**src/rtl/p405s_mac_acc_pkg.sv**
```systemverilog
// Package: p405s_mac_acc_pkg
// Purpose: shared definitions for the MAC saturating accumulator slice.
//   - command opcodes carried on in_op
//   - FSM state encoding for the accumulator control
//   - saturation clamp constants for word and halfword lanes
package p405s_mac_acc_pkg;

    localparam logic [1:0] OP_LOAD  = 2'b00;
    localparam logic [1:0] OP_ACC   = 2'b01;
    localparam logic [1:0] OP_READ  = 2'b10;
    localparam logic [1:0] OP_CLEAR = 2'b11;

    typedef enum logic [1:0] {
        IDLE = 2'b00,
        ADD  = 2'b01,
        SAT  = 2'b10,
        RESP = 2'b11
    } state_t;

    localparam logic [31:0] SAT_POS32 = 32'h7FFF_FFFF;
    localparam logic [31:0] SAT_NEG32 = 32'h8000_0000;
    localparam logic [15:0] SAT_POS16 = 16'h7FFF;
    localparam logic [15:0] SAT_NEG16 = 16'h8000;

endpackage

```
**src/rtl/p405s_mac_add32_ctap.sv**
```systemverilog
// Module: p405s_mac_add32_ctap
// Purpose: combinational 32-bit adder exposing the carry out of bit 15 and
//   bit 31. In half mode the bit-15 carry is not propagated into the upper
//   half, so the two 16-bit lanes add independently.
// Ports:
//   a, b   in  32  addends
//   half   in  1   1 = split into two independent 16-bit lanes
//   sum    out 32  raw sum (mod 2^32, or two lanes mod 2^16)
//   c15    out 1   carry out of bit 15
//   c31    out 1   carry out of bit 31 (of the upper lane in half mode)
module p405s_mac_add32_ctap (
    input  logic [31:0] a,
    input  logic [31:0] b,
    input  logic        half,
    output logic [31:0] sum,
    output logic        c15,
    output logic        c31
);

    logic [16:0] loSum;
    logic [16:0] hiSum;

    // The adder is built from two 17-bit halves so both carry taps are
    // available directly; half mode simply gates the carry between them.
    assign loSum = {1'b0, a[15:0]} + {1'b0, b[15:0]};
    assign hiSum = {1'b0, a[31:16]} + {1'b0, b[31:16]} + {16'b0, (loSum[16] & ~half)};

    assign sum = {hiSum[15:0], loSum[15:0]};
    assign c15 = loSum[16];
    assign c31 = hiSum[16];

endmodule

```
**src/rtl/p405s_mac_acc_sat.sv**
```systemverilog
// Module: p405s_mac_acc_sat
// Purpose: saturating 32-bit accumulator at the end of the MAC adder path.
//   Accepts LOAD/ACC/READ/CLEAR commands on a valid/ready input, adds either
//   one signed word or two independent signed halfwords, clamps on signed
//   overflow, keeps sticky overflow flags and returns READ results on a
//   valid/ready output.
// Ports:
//   cb         in  1   clock, rising edge
//   rst_n      in  1   synchronous active-low reset
//   in_valid   in  1   command present
//   in_ready   out 1   command accepted when in_valid & in_ready (IDLE only)
//   in_op      in  2   00 LOAD, 01 ACC, 10 READ, 11 CLEAR
//   in_half    in  1   dual 16-bit mode for this ACC
//   in_data    in  32  LOAD value or ACC addend
//   out_valid  out 1   READ result available
//   out_ready  in  1   consumer accepts result
//   out_data   out 32  accumulator value captured at READ
//   out_ovf    out 2   sticky flags captured at READ ([0] word/low, [1] high)
//   busy       out 1   state != IDLE
module p405s_mac_acc_sat
    import p405s_mac_acc_pkg::*;
(
    input  logic        cb,
    input  logic        rst_n,
    input  logic        in_valid,
    output logic        in_ready,
    input  logic [1:0]  in_op,
    input  logic        in_half,
    input  logic [31:0] in_data,
    output logic        out_valid,
    input  logic        out_ready,
    output logic [31:0] out_data,
    output logic [1:0]  out_ovf,
    output logic        busy
);

    state_t      state;
    logic [31:0] acc;
    logic [1:0]  flags;
    logic [31:0] opnd;
    logic        halfQ;
    logic [31:0] sumQ;
    logic        c15Q;
    logic        c31Q;

    logic [31:0] sumD;
    logic        c15D;
    logic        c31D;

    logic        cin31;
    logic        cin15;
    logic        ovfHi;
    logic        ovfLo;
    logic [31:0] satVal;
    logic [1:0]  satOvf;

    // The accumulator does not change while an ACC is in flight, so the
    // adder can read it directly during the ADD stage.
    p405s_mac_add32_ctap u_add (
        .a    (acc),
        .b    (opnd),
        .half (halfQ),
        .sum  (sumD),
        .c15  (c15D),
        .c31  (c31D)
    );

    assign in_ready = (state == IDLE);
    assign busy     = (state != IDLE);

    // Signed overflow of a lane is the carry into its sign bit differing
    // from the carry out of it; the carry-in is recovered from the sum and
    // operand sign bits. On overflow both operands share a sign, so the
    // addend's sign chooses the clamp direction.
    always_comb begin
        cin31  = sumQ[31] ^ acc[31] ^ opnd[31];
        cin15  = sumQ[15] ^ acc[15] ^ opnd[15];
        ovfHi  = c31Q ^ cin31;
        ovfLo  = c15Q ^ cin15;
        satVal = sumQ;
        satOvf = 2'b00;
        if (halfQ) begin
            if (ovfHi) begin
                satVal[31:16] = opnd[31] ? SAT_NEG16 : SAT_POS16;
            end
            if (ovfLo) begin
                satVal[15:0] = opnd[15] ? SAT_NEG16 : SAT_POS16;
            end
            satOvf = {ovfHi, ovfLo};
        end else begin
            if (ovfHi) begin
                satVal = opnd[31] ? SAT_NEG32 : SAT_POS32;
            end
            satOvf = {1'b0, ovfHi};
        end
    end

    // Control FSM plus all architectural state. LOAD and CLEAR finish in
    // IDLE; ACC walks ADD -> SAT; READ parks in RESP until the consumer
    // takes the result, which also clears the sticky flags.
    always_ff @(posedge cb) begin
        if (!rst_n) begin
            state     <= IDLE;
            acc       <= 32'h0;
            flags     <= 2'b00;
            opnd      <= 32'h0;
            halfQ     <= 1'b0;
            sumQ      <= 32'h0;
            c15Q      <= 1'b0;
            c31Q      <= 1'b0;
            out_valid <= 1'b0;
            out_data  <= 32'h0;
            out_ovf   <= 2'b00;
        end else begin
            case (state)
                IDLE: begin
                    if (in_valid) begin
                        case (in_op)
                            OP_LOAD: begin
                                acc   <= in_data;
                                flags <= 2'b00;
                            end
                            OP_ACC: begin
                                opnd  <= in_data;
                                halfQ <= in_half;
                                state <= ADD;
                            end
                            OP_READ: begin
                                out_valid <= 1'b1;
                                out_data  <= acc;
                                out_ovf   <= flags;
                                state     <= RESP;
                            end
                            default: begin
                                acc   <= 32'h0;
                                flags <= 2'b00;
                            end
                        endcase
                    end
                end
                ADD: begin
                    sumQ  <= sumD;
                    c15Q  <= c15D;
                    c31Q  <= c31D;
                    state <= SAT;
                end
                SAT: begin
                    acc   <= satVal;
                    flags <= flags | satOvf;
                    state <= IDLE;
                end
                RESP: begin
                    if (out_ready) begin
                        out_valid <= 1'b0;
                        flags     <= 2'b00;
                        state     <= IDLE;
                    end
                end
                default: state <= IDLE;
            endcase
        end
    end

endmodule

```
**config.mk**
```make
export PLATFORM = sky130hd
export DESIGN_NAME = p405s_mac_acc_sat
export DESIGN_NICKNAME = d
export VERILOG_FILES = /design/src/rtl/p405s_mac_acc_pkg.sv /design/src/rtl/p405s_mac_add32_ctap.sv /design/src/rtl/p405s_mac_acc_sat.sv
export SDC_FILE = /design/constraint.sdc
export NUM_CORES = 1
export LEC_CHECK = 0
export CORE_MARGIN = 5
export CORE_UTILIZATION = 58
export DETAILED_ROUTE_END_ITERATION = 6
export PLACE_DENSITY = 0.9
export RECOVER_POWER = 50
export SYNTH_ARGS = -nofsm -noshare
export SYNTH_HDL_FRONTEND = slang
export SYNTH_HIERARCHICAL = 1
export SYNTH_SLANG_ARGS = --single-unit
```
**constraint.sdc**
```tcl
create_clock -name cb -period 5.1 [get_ports cb]
set_input_delay 0.51 -clock cb [delete_from_list [all_inputs] [get_ports cb]]
set_output_delay 0.51 -clock cb [all_outputs]
set_load 0.01 [all_outputs]
```
==> results.py, run 1 <==
metrics = {
    "outcome": {
        "status": "finished, violations left",
        "failed_checks": "capacitance limit, slew limit",
    },
    "grt": {
        "grt_start_max_net_pins": 77,
        "grt_overflow": 0,
        "grtUsageMet1_pct": 35.0,
        "grt_pass1_wl_microns": 32600,
        "grt_usage_pct": 27.1,
        "antenna_found_initial": 0,
        "top_usage_layer": "met2",
        "met3_usage_pct": 5.00,
        "grt_use_met2_pct": 43.8,
        "grt_pass1_vias": 6694,
    },
    "placed_design": {
        "portBuffers": 75,
        "dp_hpwl_microns": 12900,
        "preCtsSetupSlack_ns": 0.775,
        "placed_area_sq_um": 8250,
        "place.gp.congestion": 0.905,
    },
    "yosys": {
        "synth_edf_count": 0,
        "yosysTopAreaCell": "dfxtp_1",
        "async_flop_share_pct": 0,
        "avgSynthCellArea_sq_um": 7.80,
        "ys_seq_area_share_pct": 36.8,
        "synth_nets": 1039,
        "synthesis.area_sq_um": 7510,
        "ys_types": 59,
        "ys_warn_count": 6,
        "netlist_instances": 963,
        "synthFlopType": "dfxtp_1",
        "yosys_register_bits": 138,
        "synth_top_cells_by_area": "dfxtp_1, nand2_1, a21boi_0, ha_1, o21ai_0",
        "netlist.area_leader.share_pct": 36.8,
    },
    "sta": {
        "drv_slew": 105,
        "tns_ns": 0,
        "hold_violations": 0,
        "final.setup_skew_ns": 0.00747,
        "min_period_ns": 4.55,
        "clock.fmax_ghz": 0.220,
        "finalCritPeriodShare_pct": 89.2,
        "layout_setup_ws_ns": 0.553,
        "worst_pin_slew_ns": 2.81,
        "maxSlewHeadroom_pct": -88.0,
        "rsz0062_at_grt": "false",
        "setup_viol_count_final": 0,
    },
    "hold_path": {
        "hold_class": "register to register",
        "hold_depth": 2,
        "worstHoldEndpoint": "out_data[3]$_SDFFE_PN0P_",
        "hp-start": "out_data[3]$_SDFFE_PN0P_",
    },
    "worst_setup_path": {
        "cp.arrival_ns": 4.85,
        "crit_chain": "ha_1 -> fa_1 -> a21o_1 -> a221oi_2 -> nor2_1 -> a211oi_2 -> o31ai_1 -> nand2b_1 -> fa_1 -> fa_1 -> nor2b_1 -> o2111ai_1 -> a21boi_1 -> a221oi_2 -> o21ai_1 -> a311o_1 -> nand2_1 -> a21boi_0",
        "cp_max_fo": 4,
        "r2r_cells": 18,
        "max_stage_delay_ns": 0.43,
        "cp-start-kind": "register",
        "worst_setup_path_end_kind": "register",
        "rr_endpoint": "c31Q$_SDFFE_PN0P_",
        "slowest_stage": "a221oi_2",
        "rr_startpoint": "acc[0]$_SDFFE_PN0P_",
        "crit_top_cell": "fa_1",
        "critical_path_class": "register to register",
        "cp.required_ns": 5.40,
        "rrSetupSlack_ns": 0.55,
    },
    "layout": {
        "n_antenna_cell": 0,
        "fillers": 953,
        "area_growth_pct": 18.6,
        "design_area_sq_um": 8910,
        "utilization_pct": 70.3,
        "drive_gt1_share_pct": 5.01,
        "multi_input_area_sq_um": 4390,
        "final_cell_mix": "nand2_1, dfxtp_1, a21boi_0, o21ai_0",
        "regArea_sq_um": 2760,
        "fin_nets": 1080,
        "layout_commonest_cell": "nand2_1",
    },
    "drt": {
        "first_pass_iters": 6,
        "drc": 0,
        "vias": 7180,
        "routed_via_density": 6.04,
        "routed_wl_microns": 20600,
        "ant_nets": 0,
        "drt_iter0_markers": 868,
        "wl_per_cell_microns": 17.3,
    },
    "die": {
        "start_util_pct": 59.3,
        "die_h_microns": 124,
        "die_area_sq_um": 15300,
        "io_pins": 76,
        "die_w_microns": 124,
        "row_count": 41,
        "coreArea_sq_um": 12700,
    },
    "clock_tree": {
        "clockBufferDepth": 2,
        "cts_root_buf": "clkbuf_16",
        "post_cts_buffers": 0,
        "cts_hold_repair.buffers": 0,
        "cts_tree": "built",
        "numCtsBuffers": 17,
        "cts.clk_slew.worst_paths_ns": 0.06,
        "cts.sinks": 138,
        "insertion_delay_ns": 0.43,
        "cts_htree_levels": 4,
        "postCtsResizedCells": 0,
    },
    "run": {
        "drv_cap": 3,
    },
    "power_and_ir_drop": {
        "p_leak_nw": 3.47,
        "peakVddDrop_uv": 262,
        "p_per_area_nw_per_um2": 326,
        "power.total_mw": 2.91,
    },
}
[Yosys cell counts, types with 2 or more instances]
library cell    n
buf_2          14
o31ai_1         3
clkbuf_1       37
o211ai_1        2
nor2_1         21
a21o_1         13
o21bai_1        2
dfxtp_1       138
o21ai_0        42
a31oi_1        18
xnor2_1        19
nand3_1         8
buf_6           5
nand2b_1       19
nor2b_1        25
inv_1          15
and3_1          7
nand4_1         5
o21ai_1        25
mux2i_1         2
fa_1            3
a32oi_1        14
a22oi_1         2
and2_1          3
a21oi_2         2
a21boi_0       94
a21boi_1        8
xor2_1          8
buf_4           4
a21oi_1        38
ha_1           34
o21a_1          4
nand2_1       299
o2111ai_1       2
a211oi_1        3
a221oi_2        2
[through the flow]
| stage | hold WS (ns) | instances |
|---|---|---|
| finish | 0.456 | 1189 |
| global route | 0.476 | 1189 |
| CTS | 0.460 | 1189 |
| detailed placement | 0.452 | 1157 |
| global placement | 0.447 | 1157 |
| floorplan | 0.424 | 963 |
[logic make-up (layout without fill, tap and decap cells)]
| group | Yosys count | after routing | synth area share [%] |
|---|---|---|---|
| mux | 2 | 2 | 0.266 |
| simple gates | 394 | 394 | 22.1 |
| buf+inv | 76 | 130 | 4.73 |
| flops | 138 | 138 | 36.8 |
| compound gates | 286 | 286 | 25.6 |
| fa+ha+maj | 37 | 37 | 6.46 |
| xor+xnor | 30 | 30 | 4.00 |
[cell type report]
class                   instances  area share, %
clock buffers                  17           4.78
flip-flops and latches        138           31.0
repair buffers                 83           9.07
multi-input cells             749           49.3
clock inverters                15           2.78
well taps                     172           2.42
inverters                      15          0.632
[flip-flops by register name, indices dropped and copies added, names as in the netlist]
| register | cells |
|---|---|
| acc | 32 |
| out_data | 32 |
| halfQ | 1 |
| c15Q | 1 |
| state | 2 |
| out_valid | 1 |
| flags | 2 |
| sumQ | 32 |
| out_ovf | 2 |
| opnd | 32 |
| c31Q | 1 |
[critical path, delay by kind of cell (launching register included)]
| family | cells | cell delay [ns] |
|---|---|---|
| adders and majority gates | 4 | 1.10 |
| AOI/OAI and AO/OA | 10 | 2.60 |
| DFF | 1 | 0.32 |
| and+or+nand+nor | 4 | 0.38 |
[power breakdown]
part	switching, mW	total, mW	internal, mW	leakage (nW)
Clock	0.485	1.40	0.917	0.319
Combinational	0.206	0.348	0.141	2.03
Sequential	0.0380	1.16	1.12	1.12
[layer usage]
layer | vias up | part of all wire [%]
li1 | 3376 | -
met1 | 3340 | 41
met2 | 408 | 47
met3 | 56 | 9.8
met4 | 0 | 2.6
met5 | - | 0
[how the worst max path moves through the flow]
stage                                    to                 from  cells past startpoint
after CTS                 c31Q$_SDFFE_PN0P_  acc[0]$_SDFFE_PN0P_                     18
after global routing      c31Q$_SDFFE_PN0P_  acc[0]$_SDFFE_PN0P_                     18
after detailed placement  c31Q$_SDFFE_PN0P_  acc[0]$_SDFFE_PN0P_                     18
after global placement    c31Q$_SDFFE_PN0P_  acc[0]$_SDFFE_PN0P_                     18
final                     c31Q$_SDFFE_PN0P_  acc[0]$_SDFFE_PN0P_                     18
after floorplan           c31Q$_SDFFE_PN0P_  acc[0]$_SDFFE_PN0P_                     18
Note: power is estimated with default switching activity, not from simulation.
==> run 2: changes to the inputs <==
--- a/config.mk
+++ b/config.mk
@@ -5,6 +5,7 @@
 export SDC_FILE = /design/constraint.sdc
 export NUM_CORES = 1
 export LEC_CHECK = 0
+export ABC_CLOCK_PERIOD_IN_PS = 5100
 export CORE_MARGIN = 5
 export CORE_UTILIZATION = 58
 export DETAILED_ROUTE_END_ITERATION = 6
==> results of run 2 <==
The final DEF is identical to that of run 1; final timing and power are the same.
==> run 3: changes to the inputs <==
--- a/config.mk
+++ b/config.mk
@@ -5,7 +5,7 @@
 export SDC_FILE = /design/constraint.sdc
 export NUM_CORES = 1
 export LEC_CHECK = 0
-export ABC_CLOCK_PERIOD_IN_PS = 5100
+export ABC_CLOCK_PERIOD_IN_PS = 4880
 export CORE_MARGIN = 5
 export CORE_UTILIZATION = 58
 export DETAILED_ROUTE_END_ITERATION = 6
==> constraint.sdc (replaced) <==
create_clock -name cb -period 4.88 [get_ports cb]
set_input_delay 0.488 -clock cb [delete_from_list [all_inputs] [get_ports cb]]
set_output_delay 0.488 -clock cb [all_outputs]
set_load 0.01 [all_outputs]
==> run 3 against run 2 <==
The flow still finishes with violations (capacitance limit, slew limit). Fmax increased by 0.38%. First-iteration DRC count increased by 12%. Die area unchanged. Critical endpoint unchanged.
==> results.py, run 3 (same netlist as run 1, synthesis figures left out) <==
metrics = {
    "outcome": {
        "status": "finished, violations left",
        "failed_checks": "capacitance limit, slew limit",
    },
    "layout": {
        "drive_gt1_share_pct": 5.11,
        "fin_nets": 1080,
        "fillers": 971,
        "area_growth_pct": 18.6,
        "final_cell_mix": "nand2_1, dfxtp_1, a21boi_0, o21ai_0",
        "fin_cells": 1189,
        "layout_commonest_cell": "nand2_1",
        "n_antenna_cell": 0,
    },
    "grt": {
        "grt_overflow": 0,
        "grt_pass1_wl_microns": 33700,
        "grt_usage_pct": 28.0,
        "grt_pass1_vias": 6919,
        "grt_start_max_net_pins": 75,
        "antenna_found_initial": 0,
    },
    "drt": {
        "top_layer": "met4",
        "drt_iter0_markers": 971,
        "wl_met3_microns": 1940,
        "ant_nets": 0,
        "routed_wl_microns": 21000,
        "first_pass_iters": 6,
        "drc": 0,
        "drt-met1-wl_microns": 8660,
        "vias": 7198,
        "wl_per_cell_microns": 17.7,
        "wl_met2_microns": 9740,
        "routed_via_density": 6.05,
    },
    "worst_setup_path": {
        "crit_chain": "ha_1 -> fa_1 -> a21o_1 -> a221oi_2 -> nor2_1 -> a211oi_2 -> o31ai_1 -> nand2b_1 -> fa_1 -> fa_1 -> nor2b_1 -> o2111ai_1 -> a21boi_1 -> a221oi_2 -> o21ai_1 -> a311o_1 -> nand2_1 -> a21boi_0",
        "cp-start-kind": "register",
        "worst_setup_path_end_kind": "register",
        "crit_top_cell": "fa_1",
        "cp_top_family": "compound AO/OA/AOI/OAI gates",
        "cp.required_ns": 5.17,
        "slowest_stage": "a221oi_2",
        "critical_path_class": "register to register",
        "crit_buf_inv": 0,
        "cp_max_fo": 4,
        "max_stage_delay_ns": 0.42,
        "cp.arrival_ns": 4.83,
    },
    "sta": {
        "clock.fmax_ghz": 0.221,
        "worst_pin_slew_ns": 2.75,
        "final.setup_skew_ns": 0.00830,
        "maxSlewHeadroom_pct": -83.6,
        "hold_violations": 0,
        "tns_ns": 0,
        "finalCritPeriodShare_pct": 92.8,
        "setup_viol_count_final": 0,
        "min_period_ns": 4.53,
        "drv_slew": 146,
        "rsz0062_at_grt": "false",
    },
    "die": {
        "die_area_sq_um": 15300,
        "io_pins": 76,
        "coreArea_sq_um": 12700,
        "row_count": 41,
        "die_w_microns": 124,
        "start_util_pct": 59.3,
        "die_h_microns": 124,
    },
    "clock_tree": {
        "clockBufferDepth": 2,
        "numCtsBuffers": 17,
        "insertion_delay_ns": 0.42,
        "cts_hold_repair.buffers": 0,
        "cts_htree_levels": 4,
        "cts.sinks": 138,
        "postCtsResizedCells": 0,
        "cts_tree": "built",
        "post_cts_buffers": 0,
        "cts.clk_slew.worst_paths_ns": 0.06,
        "cts_root_buf": "clkbuf_16",
    },
    "power_and_ir_drop": {
        "p_leak_nw": 3.46,
        "p_per_area_nw_per_um2": 341,
        "peakVddDrop_uv": 240,
    },
    "placed_design": {
        "dp_hpwl_microns": 12900,
        "portBuffers": 75,
        "placedCellCount": 1157,
        "place.gp.congestion": 0.912,
    },
    "hold_path": {
        "hold_class": "register to register",
    },
    "run": {
        "drv_cap": 3,
    },
}
==> run 3: cell types whose count changed in the layout (fill, tap and decap cells not counted), moves of 2 or more <==
cell / previous run / this run
clkinv_4: 3 / 0
buf_4: 9 / 7
a21boi_1: 6 / 4
a21boi_0: 96 / 98
clkbuf_8: 0 / 4
==> run 3: stage by stage <==
| step | worst slack, ns | util [%] | area (sq um) | hold WS [ns] | power, mW |
|---|---|---|---|---|---|
| after detailed placement | 0.573 | 65.1 | 8250 | 0.454 | 1.59 |
| after floorplan | 1.09 | - | 7510 | 0.424 | 1.47 |
| final | 0.350 | 70.3 | 8910 | 0.460 | 3.04 |
| after global placement | 0.672 | 65.1 | 8250 | 0.447 | 1.58 |
| after global routing | 0.185 | 70.3 | 8910 | 0.482 | 3.12 |
| after CTS | 0.503 | 70.4 | 8920 | 0.463 | 3.02 |
==> run 3: layout make-up <==
cell class	count	area (sq um)	area share [%]
multi-input cells	749	4400	49.4
flip-flops and latches	138	2760	31.0
repair buffers	83	802	9.00
clock buffers	21	480	5.39
well taps	172	215	2.42
clock inverters	11	190	2.14
inverters	15	56.3	0.632
==> run 3: routing by layer <==
layer / track usage [%] / vias up
met4: 13.6 / 0
met2: 44.8 / 425
li1: - / 3374
met1: 36.0 / 3329
met5: 0 / -
met3: 5.77 / 70
==> run 3: worst paths after layout <==
| path | end | cells after the start | from | slack (ns) |
|---|---|---|---|---|
| setup / recovery | c31Q$_SDFFE_PN0P_ | 18 | acc[0]$_SDFFE_PN0P_ | 0.35 |
| hold / removal | out_data[18]$_SDFFE_PN0P_ | 2 | out_data[18]$_SDFFE_PN0P_ | 0.46 |
| setup reg to reg | c31Q$_SDFFE_PN0P_ | 18 | acc[0]$_SDFFE_PN0P_ | 0.35 |
| hold reg to reg | out_data[18]$_SDFFE_PN0P_ | 2 | out_data[18]$_SDFFE_PN0P_ | 0.46 |
==> run 3: worst min-delay path, delay by kind of cell (launching register included) <==
family	cells	cell delay [ns]
and+or+nand+nor	1	0.04
AOI/OAI and AO/OA	1	0.06
DFF	1	0.30
==> run 3: power by group <==
group	switching [mW]	total (mW)	leakage, nW	internal (mW)
Combinational	0.219	0.369	2.03	0.150
Sequential	0.0412	1.21	1.12	1.17
Clock	0.496	1.46	0.317	0.959
